[src/rtl/logic_pkg.sv]
// Shared operation codes and the bitwise evaluation helper for the logic unit pipeline.
package logic_pkg;

  typedef enum logic [2:0] {
    OP_AND  = 3'd0,
    OP_OR   = 3'd1,
    OP_XOR  = 3'd2,
    OP_NAND = 3'd3,
    OP_NOR  = 3'd4,
    OP_XNOR = 3'd5,
    OP_NOT  = 3'd6,
    OP_PASS = 3'd7
  } op_e;

  localparam int unsigned MAX_W = 64;

  // Evaluated at full width; callers keep the low WIDTH bits.
  function automatic logic [MAX_W-1:0] logic_eval(input logic [MAX_W-1:0] a,
                                                   input logic [MAX_W-1:0] b,
                                                   input op_e              op);
    logic [MAX_W-1:0] r;
    case (op)
      OP_AND:  r = a & b;
      OP_OR:   r = a | b;
      OP_XOR:  r = a ^ b;
      OP_NAND: r = ~(a & b);
      OP_NOR:  r = ~(a | b);
      OP_XNOR: r = ~(a ^ b);
      OP_NOT:  r = ~a;
      OP_PASS: r = a;
      default: r = a;
    endcase
    return r;
  endfunction

endpackage

[src/rtl/logic_pipe_stage.sv]
// One pipeline register holding {valid, y, any, zero}; loads when the advance
// signal is high, and only captures data when the upstream beat is valid.
module logic_pipe_stage
  import logic_pkg::*;
#(
  parameter int unsigned WIDTH = 16
) (
  input  logic             clk,
  input  logic             rst_n,
  input  logic             adv_i,
  input  logic             up_valid_i,
  input  logic [WIDTH-1:0] up_y_i,
  input  logic             up_any_i,
  input  logic             up_zero_i,
  output logic             valid_o,
  output logic [WIDTH-1:0] y_o,
  output logic             any_o,
  output logic             zero_o
);

  logic             valid_q;
  logic [WIDTH-1:0] y_q;
  logic             any_q;
  logic             zero_q;

  always_ff @(posedge clk) begin
    if (!rst_n) begin
      valid_q <= 1'b0;
      y_q     <= '0;
      any_q   <= 1'b0;
      zero_q  <= 1'b0;
    end else if (adv_i) begin
      valid_q <= up_valid_i;
      if (up_valid_i) begin
        y_q    <= up_y_i;
        any_q  <= up_any_i;
        zero_q <= up_zero_i;
      end
    end
  end

  assign valid_o = valid_q;
  assign y_o     = y_q;
  assign any_o   = any_q;
  assign zero_o  = zero_q;

endmodule

[src/rtl/logic_unit_pipe.sv]
// Pipelined WIDTH-bit logic unit: evaluates one of eight bitwise ops at acceptance,
// then carries the result through DEPTH bubble-collapsing valid/ready stages.
module logic_unit_pipe
  import logic_pkg::*;
#(
  parameter int unsigned WIDTH = 16,
  parameter int unsigned DEPTH = 2
) (
  input  logic             clk,
  input  logic             rst_n,
  input  logic             in_valid,
  output logic             in_ready,
  input  logic [WIDTH-1:0] in_a,
  input  logic [WIDTH-1:0] in_b,
  input  logic [2:0]       in_op,
  output logic             out_valid,
  input  logic             out_ready,
  output logic [WIDTH-1:0] out_y,
  output logic             out_any,
  output logic             out_zero
);

  logic [MAX_W-1:0] a_ext, b_ext, y_full;
  logic [WIDTH-1:0] y_d;

  assign a_ext  = MAX_W'(in_a);
  assign b_ext  = MAX_W'(in_b);
  assign y_full = logic_eval(a_ext, b_ext, op_e'(in_op));
  assign y_d    = y_full[WIDTH-1:0];

  if (WIDTH < MAX_W) begin : g_hi
    logic unused_hi;
    assign unused_hi = ^y_full[MAX_W-1:WIDTH];
  end

  logic [DEPTH-1:0] v_q, any_q, zero_q;
  logic [WIDTH-1:0] y_q [DEPTH];
  logic [DEPTH-1:0] up_v, up_any, up_zero;
  logic [WIDTH-1:0] up_y [DEPTH];
  logic [DEPTH:0]   adv;

  // Walk from the output backwards so an empty stage always lets upstream advance.
  always_comb begin
    int unsigned idx;
    adv        = '0;
    adv[DEPTH] = out_ready;
    for (int unsigned k = 0; k < DEPTH; k++) begin
      idx      = DEPTH - 1 - k;
      adv[idx] = !v_q[idx] | adv[idx+1];
    end
  end

  assign in_ready = adv[0] & rst_n;

  for (genvar g = 0; g < DEPTH; g++) begin : g_stage
    if (g == 0) begin : g_head
      assign up_v[0]    = in_valid;
      assign up_y[0]    = y_d;
      assign up_any[0]  = |y_d;
      assign up_zero[0] = ~|y_d;
    end else begin : g_body
      assign up_v[g]    = v_q[g-1];
      assign up_y[g]    = y_q[g-1];
      assign up_any[g]  = any_q[g-1];
      assign up_zero[g] = zero_q[g-1];
    end

    logic_pipe_stage #(.WIDTH(WIDTH)) u_stage (
      .clk        (clk),
      .rst_n      (rst_n),
      .adv_i      (adv[g]),
      .up_valid_i (up_v[g]),
      .up_y_i     (up_y[g]),
      .up_any_i   (up_any[g]),
      .up_zero_i  (up_zero[g]),
      .valid_o    (v_q[g]),
      .y_o        (y_q[g]),
      .any_o      (any_q[g]),
      .zero_o     (zero_q[g])
    );
  end

  assign out_valid = v_q[DEPTH-1];
  assign out_y     = y_q[DEPTH-1];
  assign out_any   = any_q[DEPTH-1];
  assign out_zero  = zero_q[DEPTH-1];

endmodule
[config.mk]
export PLATFORM = sky130hd
export DESIGN_NAME = logic_unit_pipe
export DESIGN_NICKNAME = d
export VERILOG_FILES = /design/src/rtl/logic_pkg.sv /design/src/rtl/logic_pipe_stage.sv /design/src/rtl/logic_unit_pipe.sv
export SDC_FILE = /design/constraint.sdc
export NUM_CORES = 1
export LEC_CHECK = 0
export ABC_AREA = 1
export BUFFER_PORTS_ARGS = -buffer_cell sky130_fd_sc_hd__buf_4
export CORE_MARGIN = 2
export CORE_UTILIZATION = 51
export DETAILED_ROUTE_END_ITERATION = 6
export PLACE_DENSITY_LB_ADDON = 0.3
export SLEW_MARGIN = 5
export SYNTH_ARGS = -nofsm -noshare
export SYNTH_HDL_FRONTEND = slang
export SYNTH_SLANG_ARGS = --single-unit
[constraint.sdc]
create_clock -name clk -period 1.4 [get_ports clk]
set_input_delay 0.07 -clock clk [delete_from_list [all_inputs] [get_ports clk]]
set_output_delay 0.07 -clock clk [all_outputs]
set_load 0.005 [all_outputs]
==> flow_summary.yaml <==
synthesis:
  ys_warn_count: 0
  netlist_instances: 510
  syn_avg_cell_area_um2: 5.99
  synth_area_um2: 3060
  ys_seq_elements: 38
  synthDistinctLibCells: 20
  seq_area_frac_synth_pct: 24.9
  synth_nets: 581
placement:
  place_hpwl_um: 6050
  place_area_um2: 3880
  io_buffers: 58
  pre_cts_ws_ps: -591
  place_congestion: 0.863
floorplanning:
  die-area_um2: 6630
  initial_core_util_pct: 52.2
  dieWidth_um: 81.4
  die_y_um: 81.4
  rows: 28
  core_um2: 5850
  io_pins: 59
route:
  dr.pass1.iters: 5
  ant_nets: 0
  drt_iter0_markers: 171
  vias: 3607
  drc_errors: 0
  wl_per_cell_um: 12.4
  finalWirelength_um: 8580
  routed_via_density: 5.21
global_route:
  grt_usage_pct: 25.7
  busiest_layer: "met2"
  grt_pass1_wl_um: 13700
  grtUsageMet2_pct: 45.9
  grt_max_degree: 38
  overflow: 0
  antenna_found_initial: 0
  first_global_vias: 3130
  met3_usage_pct: 2.31
  use_met1_pct: 32.4
clock_tree:
  cts_buffers: 5
  cts_max_level: 2
  clk_latency_ps: 290
  cts.sinks: 38
  cts_tree: "done"
  clockBufferDepth: 2
  cts_root_buf: "clkbuf_8"
  hold_buffers: 0
  cts.clk_slew.worst_paths_ps: 70
sta:
  fin_crit_ps: 1320
  tightest_slew_ps: 417
  slew_viol_final: 0
  fin_crit_sh_pct: 94.5
  clock_skew_ps: 5.37
  rsz0062_at_grt: "yes"
  setup_ws_ps: 76.9
  setup_viol: 0
  max_freq_ghz: 0.756
  hold_viol_final: 0
  timing.slew.headroom_pct: 72.1
setup_path:
  max_stage_delay_ps: 160
  critical_path_class: "in2reg"
  worst-path-max-fanout: 14
  critPathRequiredTime_ps: 1580
  crit_chain: "buf_4 > buf_12 > inv_1 > nand3_1 > buf_6 > o21ai_0 > nor2_1 > nand3_2 > nor2_1 > nand2_1 > nor2_1 > nand2_1 > nand2_1 > a21oi_1"
  critPathLaunchType: "input pin"
  crit_arrival_ps: 1510
  cp-end-kind: "flip-flop"
  cpMaxStageDelayCell: "buf_12"
worst_hold_path:
  hp-class: "in2reg"
layout:
  antenna_cells: 0
  layout_commonest_cell: "nor2_1"
  drive_gt1_share_pct: 23.2
  final_cell_mix: "nor2_1 (126), buf_4 (110), nand2_1 (92)"
  syn2layout_area_growth_pct: 36.8
  fin_nets: 687
  fin_area_um2: 4180
power_and_ir_drop:
  cellPowerDensity_nw_per_um2: 747
  power.leakage_nw: 2.25
  peakVddDrop_mv: 0.775
outcome:
  outcome: "complete, no violations"
job:
  max_cap_violations: 0
==> metal layers <==
metal	share of wire, %	routed length [µm]
met3	8.0	689
met5	0	0
met1	40	3430
met4	2.5	216
met2	50	4250
==> logic make-up (layout without fill, tap and decap cells) <==
logic type / count (synthesis) / count (layout) / share of synthesized area (%)
buffers and inverters: 93 / 199 / 12.2
flip-flops: 38 / 38 / 24.9
AO/OA/AOI/OAI: 56 / 56 / 9.17
adder cells (fa/ha/maj): 32 / 32 / 13.1
AND/OR/NAND/NOR: 291 / 292 / 40.6
==> sequential cells by signal, indices dropped and copies added, names as in the netlist <==
name                     count
g_stage.u_stage.zero_o       2
g_stage.u_stage.any_o        2
g_stage.u_stage.y_o         32
g_stage.u_stage.valid_o      2
==> path summary, 6_finish.rpt <==
path,to,cells after the start,slack (ps),start
min,g_stage[1].u_stage.valid_o,4,70,out_ready
max,g_stage[0].u_stage.any_o,14,80,in_op[0]
max reg2reg,g_stage[0].u_stage.y_o[8],5,90,g_stage[1].u_stage.valid_o
min reg2reg,g_stage[1].u_stage.y_o[9],2,480,g_stage[1].u_stage.y_o[9]
==> worst max-delay path: cells and delay by family <==
kind            cells  cell delay [ps]
buf+inv             4              530
simple gates        8              780
compound gates      2              140
==> Yosys cell counts, drive strengths merged <==
cell	number	area share, %
nand4	12	2.5
ha	32	13
a21oi	4	0.65
nor2	130	16
buf	11	2.2
o21ai	52	8.5
clkbuf	11	1.4
clkinv	1	0.12
nand3	42	7.0
nand2	95	12
dfxtp	38	25
inv	70	8.6
nand3b	11	2.7
nor3	1	0.53
==> layout make-up <==
cell class / instances / area (µm²)
Fill cell: 512 / 1670
Timing Repair inverter: 2 / 15.0
Inverter: 71 / 272
Clock inverter: 3 / 40.0
Sequential cell: 38 / 761
Tap cell: 75 / 93.8
Timing Repair Buffer: 118 / 960
Multi-Input combinational cell: 380 / 1970
Clock buffer: 5 / 68.8
==> through the flow <==
step	setup TNS (ps)	cells	util, %	hold WS [ps]	power [mW]
after floorplan	0	510	-	266	1.71
after global placement	-5820	675	66.4	367	2.14
after detailed placement	-6730	675	66.4	377	2.17
after CTS	0	683	68.6	67.4	3.07
after global routing	-23.0	692	71.5	109	3.32
final	0	692	71.5	69.8	3.12
==> report_power, final <==
part / total [mW] / switching, mW / internal, mW
Clock: 0.890 / 0.367 / 0.524
Combinational: 1.03 / 0.539 / 0.492
Sequential: 1.20 / 0.0393 / 1.16
Total: 3.12 / 0.945 / 2.18
==> repair_timing <==
action	in CTS	in global routing
gates resized for setup	5	18
pin swaps	0	5
gates cloned	0	4
setup endpoints to repair	17	8
buffers inserted	0	5
Note: power is estimated with default switching activity, not from simulation.
